==> src/rtl/synth_div_pkg.sv <==
// Shared definitions for the tone divider bank: default widths, the channel
// index width helper and the per-channel operating mode.
package synth_div_pkg;

  localparam int DEF_CNT_W    = 16;
  localparam int DEF_DIV      = 50;
  localparam int MAX_CHANNELS = 16;

  // A single-channel bank still gets a 1-bit select so the port never collapses.
  function automatic int chIdxW(input int n);
    return (n <= 1) ? 1 : $clog2(n);
  endfunction

  typedef enum logic [1:0] {
    CH_IDLE,
    CH_HOLD,
    CH_RUN
  } ch_mode_e;

endpackage

==> src/rtl/tone_divider_bank_if.sv <==
// Divisor-write bus, run enables and divided outputs of the tone divider bank.
interface tone_divider_bank_if
  import synth_div_pkg::*;
#(
  parameter int CHANNELS = 4,
  parameter int CNT_W    = DEF_CNT_W
);

  localparam int CH_W = chIdxW(CHANNELS);

  logic                load;
  logic [CH_W-1:0]     load_ch;
  logic [CNT_W-1:0]    load_div;
  logic [CHANNELS-1:0] en;
  logic [CHANNELS-1:0] oclk;
  logic [CHANNELS-1:0] tick;

  modport master (
    output load, load_ch, load_div, en,
    input  oclk, tick
  );

  modport slave (
    input  load, load_ch, load_div, en,
    output oclk, tick
  );

endinterface

==> src/rtl/div_channel.sv <==
// One divider channel: half-period counter with a double-buffered divisor.
// Define DIVIDER_PHASE_RESET_EN to make every write restart the phase at once.
module div_channel
  import synth_div_pkg::*;
#(
  parameter int CNT_W       = DEF_CNT_W,
  parameter int DEFAULT_DIV = DEF_DIV
) (
  input  logic             clk,
  input  logic             rst,
  input  logic             en_i,
  input  logic             wr_i,
  input  logic [CNT_W-1:0] wrDiv_i,
  output logic             oclk_o,
  output logic             tick_o
);

  logic [CNT_W-1:0] cnt_q, cnt_d;
  logic [CNT_W-1:0] active_q, active_d;
  logic [CNT_W-1:0] pend_q, pend_d;
  logic             pendValid_q, pendValid_d;
  logic             oclk_q, oclk_d;
  logic             tick_q, tick_d;
  logic             terminal;
  ch_mode_e         mode;

  always_comb begin
    cnt_d       = cnt_q;
    active_d    = active_q;
    pend_d      = pend_q;
    pendValid_d = pendValid_q;
    oclk_d      = oclk_q;
    tick_d      = 1'b0;

    if (active_q == '0) begin
      mode = CH_IDLE;
    end else if (!en_i) begin
      mode = CH_HOLD;
    end else begin
      mode = CH_RUN;
    end
    terminal = (mode == CH_RUN) && (cnt_q == active_q - CNT_W'(1));

`ifdef DIVIDER_PHASE_RESET_EN
    if (wr_i) begin
      active_d    = wrDiv_i;
      cnt_d       = '0;
      oclk_d      = 1'b0;
      pendValid_d = 1'b0;
    end else
`endif
    begin
      // Pending divisors are swapped in only at a half-period boundary, or
      // straight away when nothing is counting.
      case (mode)
        CH_IDLE: begin
          cnt_d  = '0;
          oclk_d = 1'b0;
          if (pendValid_q) begin
            active_d    = pend_q;
            pendValid_d = 1'b0;
          end
        end
        CH_HOLD: begin
          if (pendValid_q) begin
            active_d    = pend_q;
            cnt_d       = '0;
            pendValid_d = 1'b0;
          end
        end
        default: begin
          if (terminal) begin
            cnt_d  = '0;
            oclk_d = ~oclk_q;
            tick_d = 1'b1;
            if (pendValid_q) begin
              active_d    = pend_q;
              pendValid_d = 1'b0;
              // Switching to a zero divisor parks the output low immediately.
              if (pend_q == '0) begin
                oclk_d = 1'b0;
                tick_d = 1'b0;
              end
            end
          end else begin
            cnt_d = cnt_q + CNT_W'(1);
          end
        end
      endcase

      if (wr_i) begin
        pend_d      = wrDiv_i;
        pendValid_d = 1'b1;
      end
    end
  end

  always_ff @(posedge clk or posedge rst) begin
    if (rst) begin
      cnt_q       <= '0;
      active_q    <= CNT_W'(DEFAULT_DIV);
      pend_q      <= '0;
      pendValid_q <= 1'b0;
      oclk_q      <= 1'b0;
      tick_q      <= 1'b0;
    end else begin
      cnt_q       <= cnt_d;
      active_q    <= active_d;
      pend_q      <= pend_d;
      pendValid_q <= pendValid_d;
      oclk_q      <= oclk_d;
      tick_q      <= tick_d;
    end
  end

  assign oclk_o = oclk_q;
  assign tick_o = tick_q;

endmodule

==> src/rtl/tone_divider_bank.sv <==
// Bank of independent square-wave dividers; decodes divisor writes to channels.
// Optional hard phase restart on write: define DIVIDER_PHASE_RESET_EN.
module tone_divider_bank
  import synth_div_pkg::*;
#(
  parameter int CHANNELS    = 4,
  parameter int CNT_W       = DEF_CNT_W,
  parameter int DEFAULT_DIV = DEF_DIV
) (
  input logic clk,
  input logic rst,
  tone_divider_bank_if.slave bus
);

  localparam int CH_W = chIdxW(CHANNELS);

  logic [CHANNELS-1:0] wrSel;

  // Selects that fall outside the bank match no channel and are dropped.
  always_comb begin
    wrSel = '0;
    for (int i = 0; i < CHANNELS; i++) begin
      wrSel[i] = bus.load && (bus.load_ch == CH_W'(i));
    end
  end

  for (genvar i = 0; i < CHANNELS; i++) begin : g_ch
    div_channel #(
      .CNT_W      (CNT_W),
      .DEFAULT_DIV(DEFAULT_DIV)
    ) u_ch (
      .clk    (clk),
      .rst    (rst),
      .en_i   (bus.en[i]),
      .wr_i   (wrSel[i]),
      .wrDiv_i(bus.load_div),
      .oclk_o (bus.oclk[i]),
      .tick_o (bus.tick[i])
    );
  end

endmodule

==> src/flat_wrapper.sv <==
// flat-port wrapper written by rule: the top's interface ports become plain ports
module tone_divider_bank_flat import synth_div_pkg::*;
#(
  parameter int CHANNELS    = 4,
  parameter int CNT_W       = DEF_CNT_W,
  parameter int DEFAULT_DIV = DEF_DIV
)
  (clk, rst, bus_load, bus_load_ch, bus_load_div, bus_en, bus_oclk, bus_tick);
  tone_divider_bank_if #(.CHANNELS(CHANNELS), .CNT_W(CNT_W)) bus_i ();
  input logic clk;
  input logic rst;
  input wire logic [$bits(bus_i.load)-1:0] bus_load;
  input wire logic [$bits(bus_i.load_ch)-1:0] bus_load_ch;
  input wire logic [$bits(bus_i.load_div)-1:0] bus_load_div;
  input wire logic [$bits(bus_i.en)-1:0] bus_en;
  output wire logic [$bits(bus_i.oclk)-1:0] bus_oclk;
  output wire logic [$bits(bus_i.tick)-1:0] bus_tick;
  assign bus_i.load = bus_load;
  assign bus_i.load_ch = bus_load_ch;
  assign bus_i.load_div = bus_load_div;
  assign bus_i.en = bus_en;
  assign bus_oclk = bus_i.oclk;
  assign bus_tick = bus_i.tick;
  tone_divider_bank #(.CHANNELS(CHANNELS), .CNT_W(CNT_W), .DEFAULT_DIV(DEFAULT_DIV)) u_core (.clk(clk), .rst(rst), .bus(bus_i));
endmodule
==> config.mk <==
export PLATFORM = sky130hd
export DESIGN_NAME = tone_divider_bank_flat
export DESIGN_NICKNAME = d
export VERILOG_FILES = /design/src/rtl/synth_div_pkg.sv /design/src/rtl/tone_divider_bank_if.sv /design/src/rtl/div_channel.sv /design/src/rtl/tone_divider_bank.sv /design/src/flat_wrapper.sv
export SDC_FILE = /design/constraint.sdc
export NUM_CORES = 1
export LEC_CHECK = 0
export CORE_MARGIN = 4
export CORE_UTILIZATION = 57
export DETAILED_ROUTE_END_ITERATION = 12
export PLACE_DENSITY = 0.79
export SLEW_MARGIN = 0
export SYNTH_ARGS = -nofsm -noshare
export SYNTH_HDL_FRONTEND = slang
export SYNTH_SLANG_ARGS = --single-unit
export TNS_END_PERCENT = 1
==> constraint.sdc <==
create_clock -name clk -period 6.6 [get_ports clk]
set_clock_uncertainty 0.15 [all_clocks]
set_input_delay 0.99 -clock clk [delete_from_list [all_inputs] [get_ports clk]]
set_output_delay 0.99 -clock clk [all_outputs]
set_load 0.005 [all_outputs]
==> impl_metrics.csv <==
group,metric,value,unit
critical_path,path_max_fanout,37,
global_routing,grt_usage,0.240,
critical_path,crit_path_end_kind,"flop",
clock_network,numCtsBuffers,23,
timing,finalHoldViolations,0,
timing,rsz0062_at_grt,"false",
timing,maxSlewHeadroom,0.211,
route,drtAntennaViolNets,0,
cells_and_area,instances_no_fill,1458,
floorplan,die-area,23100,um2
critical_path,slowest_delay,1.01,ns
global_routing,antenna_found_initial,1,
critical_path,crit_slowest_cell,"nor4_1",
critical_path,crit_arrival,4.59,ns
cells_and_area,n_antenna_cell,0,
cells_and_area,syn2layout_area_growth,10.6,%
power_and_ir_drop,p_leak,5.20,nW
flow_run,max_cap_viol_count,0,
global_routing,grt_start_max_net_pins,124,
floorplan,io_pins,33,
power_and_ir_drop,finalPower,0.00429,W
yosys,synth_flop_cell,"dfrtp_1",
yosys,synth_area,11800,um2
placement,dp_hpwl,19.4,mm
yosys,postSynthAreaPerCell,10.1,um2
placement,place_ws,2.06,ns
yosys,yosys.area.top_type_share,0.406,
timing,fin_ws,2.22,ns
yosys,synth_top_cell_by_area,"dfrtp_1",
route,initialDrtViolationCount,766,
clock_network,post_cts_resized,0,
timing,fmax,228,MHz
timing,fin_hold_ws,0.361,ns
hold_path,hold_path.class,"reg2reg",
global_routing,grt_first_pass_wirelength,47.2,mm
timing,tns,0,ns
global_routing,grt_pass1_vias,8994,
route,drc,0,
clock_network,cts_hold_buffers,0,
clock_network,post_cts_buffers,0,
global_routing,grt_overflow,0,
timing,finalCriticalPeriod,4.38,ns
floorplan,dieWidth,152,um
floorplan,initial_utilization,0.582,
placement,io_buffers,32,
timing,worst_pin_slew,1.17,ns
placement,routabilityCongestion,0.920,
placement,dp.cells,1416,
clock_network,clockBufferDepth,3,
floorplan,rows,52,
yosys,synth_cell_types,84,
yosys,yosysSeqAreaShare,0.432,
floorplan,core_area,20400,um2
critical_path,crit_type,"reg2reg",
critical_path,worstPathCellList,"nor4_1 -> and4_1 -> o32ai_1 -> a2111oi_0 -> nand2_1 -> nor2_1 -> nor3_1",
yosys,synth-warning-count,0,
route,via_per_inst,6.43,
cells_and_area,nets,1208,
outcome,outcome,"finished, final reports clean",
yosys,synth_fp_nets,1213,
yosys,ys_seq_elements,204,
critical_path,startpoint_type,"flop",
clock_network,cts.clk_slew.worst_paths,0.06,ns
yosys,async_flop_share,1.00,
timing,slew_viol_final,0,
power_and_ir_drop,pwr_density_cell,328,nW/um2
cells_and_area,layout-drive-gt1-share,0.162,
yosys,synth_area_leaders,"dfrtp_1 41%, mux2_2 9.8%, xnor2_1 4.4%",
critical_path,worstPathRequired,6.81,ns
timing,setup_violations,0,
clock_network,cts-root-buf,"clkbuf_16",
floorplan,die_h,152,um
yosys,synth_edf_count,0,
cells_and_area,fillerInstances,1575,
route,vias,9381,
power_and_ir_drop,ir_worst_vdd,0.201,mV
clock_network,clk_latency,0.52,ns
route,firstDrtPassIters,5,
yosys,netlist_instances,1176,
clock_network,h-tree-depth,1,
route,wl,28.3,mm
timing,period_share,0.664,
route,avgRoutedWirePerCell,19.4,um
clock_network,cts_tree,"built",
clock_network,cts_num_sinks,204,
cell usage in the layout, fill, tap and decap left out, types with 9 or more instances in the layout:
| master | instances |
|---|---|
| a211oi_1 | 10 |
| a21o_1 | 9 |
| a21oi_1 | 32 |
| a31oi_1 | 25 |
| and3_1 | 20 |
| clkbuf_16 | 23 |
| clkdlybuf4s50_1 | 32 |
| dfrtp_1 | 192 |
| dfstp_2 | 12 |
| ha_1 | 12 |
| inv_1 | 32 |
| mux2_2 | 103 |
| mux2_4 | 10 |
| nand2_1 | 72 |
| nand2b_1 | 9 |
| nand3_1 | 62 |
| nand4_1 | 27 |
| nor2_1 | 64 |
| nor3_1 | 40 |
| nor4_1 | 36 |
| o211ai_1 | 9 |
| o21ai_0 | 24 |
| o22ai_1 | 9 |
| o2bb2ai_1 | 15 |
| o311ai_0 | 13 |
| or3_1 | 20 |
| or4_1 | 10 |
| xnor2_1 | 60 |
| xor2_1 | 45 |
through the flow:
step / utilization / cell area (um2)
after CTS: 0.643 / 13100
after global placement: 0.603 / 12300
after detailed placement: 0.603 / 12300
final: 0.643 / 13100
after global routing: 0.643 / 13100
after floorplan: - / 11800
final cells by class:
cell class	count	area, um2	area share
Timing Repair Buffer	37	370	0.0283
Inverter	33	128	0.00975
Multi-Input combinational cell	872	6310	0.482
Tap cell	270	338	0.0258
Clock inverter	14	209	0.0160
Clock buffer	28	614	0.0469
Sequential cell	204	5120	0.391
worst max-delay path: cells and delay by family, from the launching register on:
| kind | cells | cell delay [ns] |
|---|---|---|
| flops | 1 | 0.44 |
| simple gates | 5 | 3.03 |
| compound gates | 2 | 0.60 |
power by group:
| group | internal, W | switching, W |
|---|---|---|
| Sequential | 0.00150 | 0.000349 |
| Clock | 0.000861 | 0.000526 |
| Combinational | 0.000530 | 0.000524 |
synth_stat cells (5+ instances only):
cell / count
inv_1: 33
o2bb2ai_1: 15
nand2b_1: 9
o311ai_0: 13
o31a_1: 5
dfstp_2: 12
nor2b_1: 6
xnor2_1: 60
and4_1: 8
o31ai_1: 8
nand2_1: 72
mux2i_1: 6
a21o_1: 9
mux2_4: 10
or3_1: 20
a211oi_1: 10
ha_1: 12
nor2_1: 64
o21ai_0: 24
nand3_1: 62
or2_2: 7
nor3_1: 40
xor2_1: 45
nor3b_1: 6
a21oi_1: 33
clkbuf_1: 50
or4_1: 10
o211ai_1: 9
o21a_1: 5
nor4_1: 36
nand3b_1: 7
buf_4: 8
nor4b_1: 5
o22ai_1: 9
and3_1: 20
dfrtp_1: 192
a31oi_1: 25
mux2_2: 103
nand4_1: 27
layer usage:
metal	track usage	vias up	share of wire	routed length, um
li1	-	4374	-	-
met1	0.346	4663	0.45	12700
met2	0.383	291	0.47	13200
met3	0.0372	53	0.058	1630
met4	0.0629	0	0.026	738
met5	0	-	0	0
final timing paths:
| path | slack [ns] | start | endpoint | cells after the start |
|---|---|---|---|---|
| hold reg to reg | 0.36 | u_core.g_ch[2].u_ch.oclk_o$_DFFE_PP0P_ | u_core.g_ch[2].u_ch.oclk_o$_DFFE_PP0P_ | 1 |
| setup / recovery | 2.22 | u_core.g_ch[1].u_ch.active_q[0]$_DFFE_PP0P_ | u_core.g_ch[1].u_ch.cnt_q[13]$_DFFE_PP0P_ | 7 |
| min in group asynchronous | 0.69 | rst | u_core.g_ch[1].u_ch.tick_o$_DFF_PP0_ | 2 |
| hold / removal | 0.36 | u_core.g_ch[2].u_ch.oclk_o$_DFFE_PP0P_ | u_core.g_ch[2].u_ch.oclk_o$_DFFE_PP0P_ | 1 |
| setup reg to reg | 2.22 | u_core.g_ch[1].u_ch.active_q[0]$_DFFE_PP0P_ | u_core.g_ch[1].u_ch.cnt_q[13]$_DFFE_PP0P_ | 7 |
| max in group asynchronous | 4.47 | rst | u_core.g_ch[0].u_ch.cnt_q[11]$_DFFE_PP0P_ | 3 |
cells by family after synthesis:
logic type,after synthesis,synth area share
compound gates,216,0.133
xor+xnor,105,0.0776
fa+ha+maj,12,0.0127
buf+inv,100,0.0359
flops,204,0.432
mux,119,0.116
simple gates,420,0.193
sequential cells by signal (all words and copies together) (netlist names):
name and count:
u_core.g_ch.u_ch.oclk_o 4, u_core.g_ch.u_ch.pend_q 64, u_core.g_ch.u_ch.tick_o 4, u_core.g_ch.u_ch.pendValid_q 4, u_core.g_ch.u_ch.cnt_q 64, u_core.g_ch.u_ch.active_q 64
No activity file was read; power rests on OpenSTA's default activity.
==> RTL change: new RTL, same flow settings <==
Build with the macro `DIVIDER_PHASE_RESET_EN` defined.
--- a/src/rtl/div_channel.sv
+++ b/src/rtl/div_channel.sv
@@ -1,4 +1,6 @@
 // One divider channel: half-period counter with a double-buffered divisor.
 // Define DIVIDER_PHASE_RESET_EN to make every write restart the phase at once.
+`define DIVIDER_PHASE_RESET_EN
+
 module div_channel
   import synth_div_pkg::*;
Formal check against the unedited RTL: not equivalent (a bounded check fails within 4 cycles, from zero or initial values and one cycle with rst high).
==> RTL change against the unedited design <==
- wire length down 33%
- sequential cell count down 68
- synthesized area down 28%
- cell area down 28%
- synthesized cell count down 24%
- first-iteration DRC count down 25%
- total power down 37%
- critical path type unchanged
- cell count down 25%
- via count down 28%
- largest power group unchanged
- setup slack better by 0.11 ns
==> RTL change: results (changes against the unedited design) <==
crit path DAT -> 4.48 ns (was 4.59 ns)
largest net degree at the start of global routing -> 102 (was 124)
pre-CTS WS -> 2.43 ns (was 2.06 ns)
Tot GR Track Use -> 23.2% (was 24.0%)
Final nets -> 938 (was 1208)
CTS H-tree lvls -> 4 (was 1)
insertion delay to the later sink of the worst-skew pair -> 0.43 ns (was 0.52 ns)
status -> finished, final reports clean (unchanged)
CTS Buf Count -> 17 (was 23)
clk buf depth -> 2 (was 3)
Reg2Reg Launch Point -> u_core.g_ch[0].u_ch.active_q[3] (was u_core.g_ch[1].u_ch.active_q[0])
Synth Net Count -> 929 (was 1213)
via count of the first global-routing pass -> 6284 (was 8994)
share of layout cells above drive strength 1 -> 13.9% (was 16.2%)
Adder-Cell Fraction of Synth Area -> 1.76% (was 1.27%)
CP endpoint -> u_core.g_ch[0].u_ch.cnt_q[8] (was u_core.g_ch[1].u_ch.cnt_q[13])
post-synthesis mux area share -> 8.93% (was 11.6%)
Layout area overhead -> 11.4% (was 10.6%)
initial antenna violation count -> 0 (was 1)
Worst Hold Launch -> u_core.g_ch[0].u_ch.oclk_o (was u_core.g_ch[2].u_ch.oclk_o)
Vias/cell -> 6.16 (was 6.43)
placed cell areas -> 0.00888 mm2 (was 0.0123 mm2)
detailed-placement wirelength estimate -> 13100 um (was 19400 um)
final worst path period need -> 4.28 ns (was 4.38 ns)
Avg Cell Area, Syn -> 9.54 um2 (was 10.1 um2)
Distinct cells, synth -> 67 (was 84)
leak pwr -> 3.89 nW (was 5.20 nW)
complex-gate fraction of the synthesized area -> 9.56% (was 13.3%)
Synth Area in XOR/XNOR -> 11.0% (was 7.76%)
maximum vdd ir drop -> 0.000203 V (was 0.000201 V)
via count -> 6766 (was 9381)
sequential cell area fraction in the yosys report -> 40.2% (was 43.2%)
Register-to-Register Path Depth -> 8 (was 7)
DRT Wirelength -> 19000 um (was 28300 um)
RTL change: cell count changes in the layout (fill, tap and decap cells not counted), moves of 11 or more:
cell,before,now
and3_1,20,9
o2bb2ai_1,15,0
dfrtp_1,192,124
o311ai_0,13,2
nand2b_1,9,31
mux2_2,103,63
nand3_1,62,37
inv_1,32,17
nor2b_1,6,17
nor4_1,36,16
RTL change: cell type report:
class | instances | share of cell area [%]
multi-input combinational | 692 | 50.7
sequential | 136 | 36.1
clock buffer | 31 | 5.99
timing repair buffer | 36 | 3.70
tap | 184 | 2.43
inverter | 18 | 0.766
clock inverter | 1 | 0.317
RTL change: per-layer routing:
metal / GRT usage [%] / up-vias / part of all wire, %
met1: 32.7 / 3300 / 46
met5: 0 / - / 0
met3: 5.32 / 34 / 6.0
met4: 8.25 / 0 / 2.0
li1: - / 3235 / -
met2: 35.3 / 197 / 46
RTL change: power by group:
| part | switching [W] | internal (W) | total [W] |
|---|---|---|---|
| logic | 0.000294 | 0.000299 | 0.000593 |
| clock network | 0.000343 | 0.000610 | 0.000953 |
| registers | 0.000200 | 0.000964 | 0.00116 |
| total | 0.000837 | 0.00187 | 0.00271 |
RTL change: how the worst min path moves through the flow:
stage / slack, ns / end / cells past startpoint
floorplan: 0.36 / u_core.g_ch[2].u_ch.oclk_o / 2
global placement: 0.37 / u_core.g_ch[0].u_ch.oclk_o / 2
detailed placement: 0.37 / u_core.g_ch[3].u_ch.oclk_o / 2
CTS: 0.39 / u_core.g_ch[3].u_ch.oclk_o / 2
global route: 0.43 / u_core.g_ch[1].u_ch.cnt_q[14] / 1
finish: 0.39 / u_core.g_ch[0].u_ch.oclk_o / 2
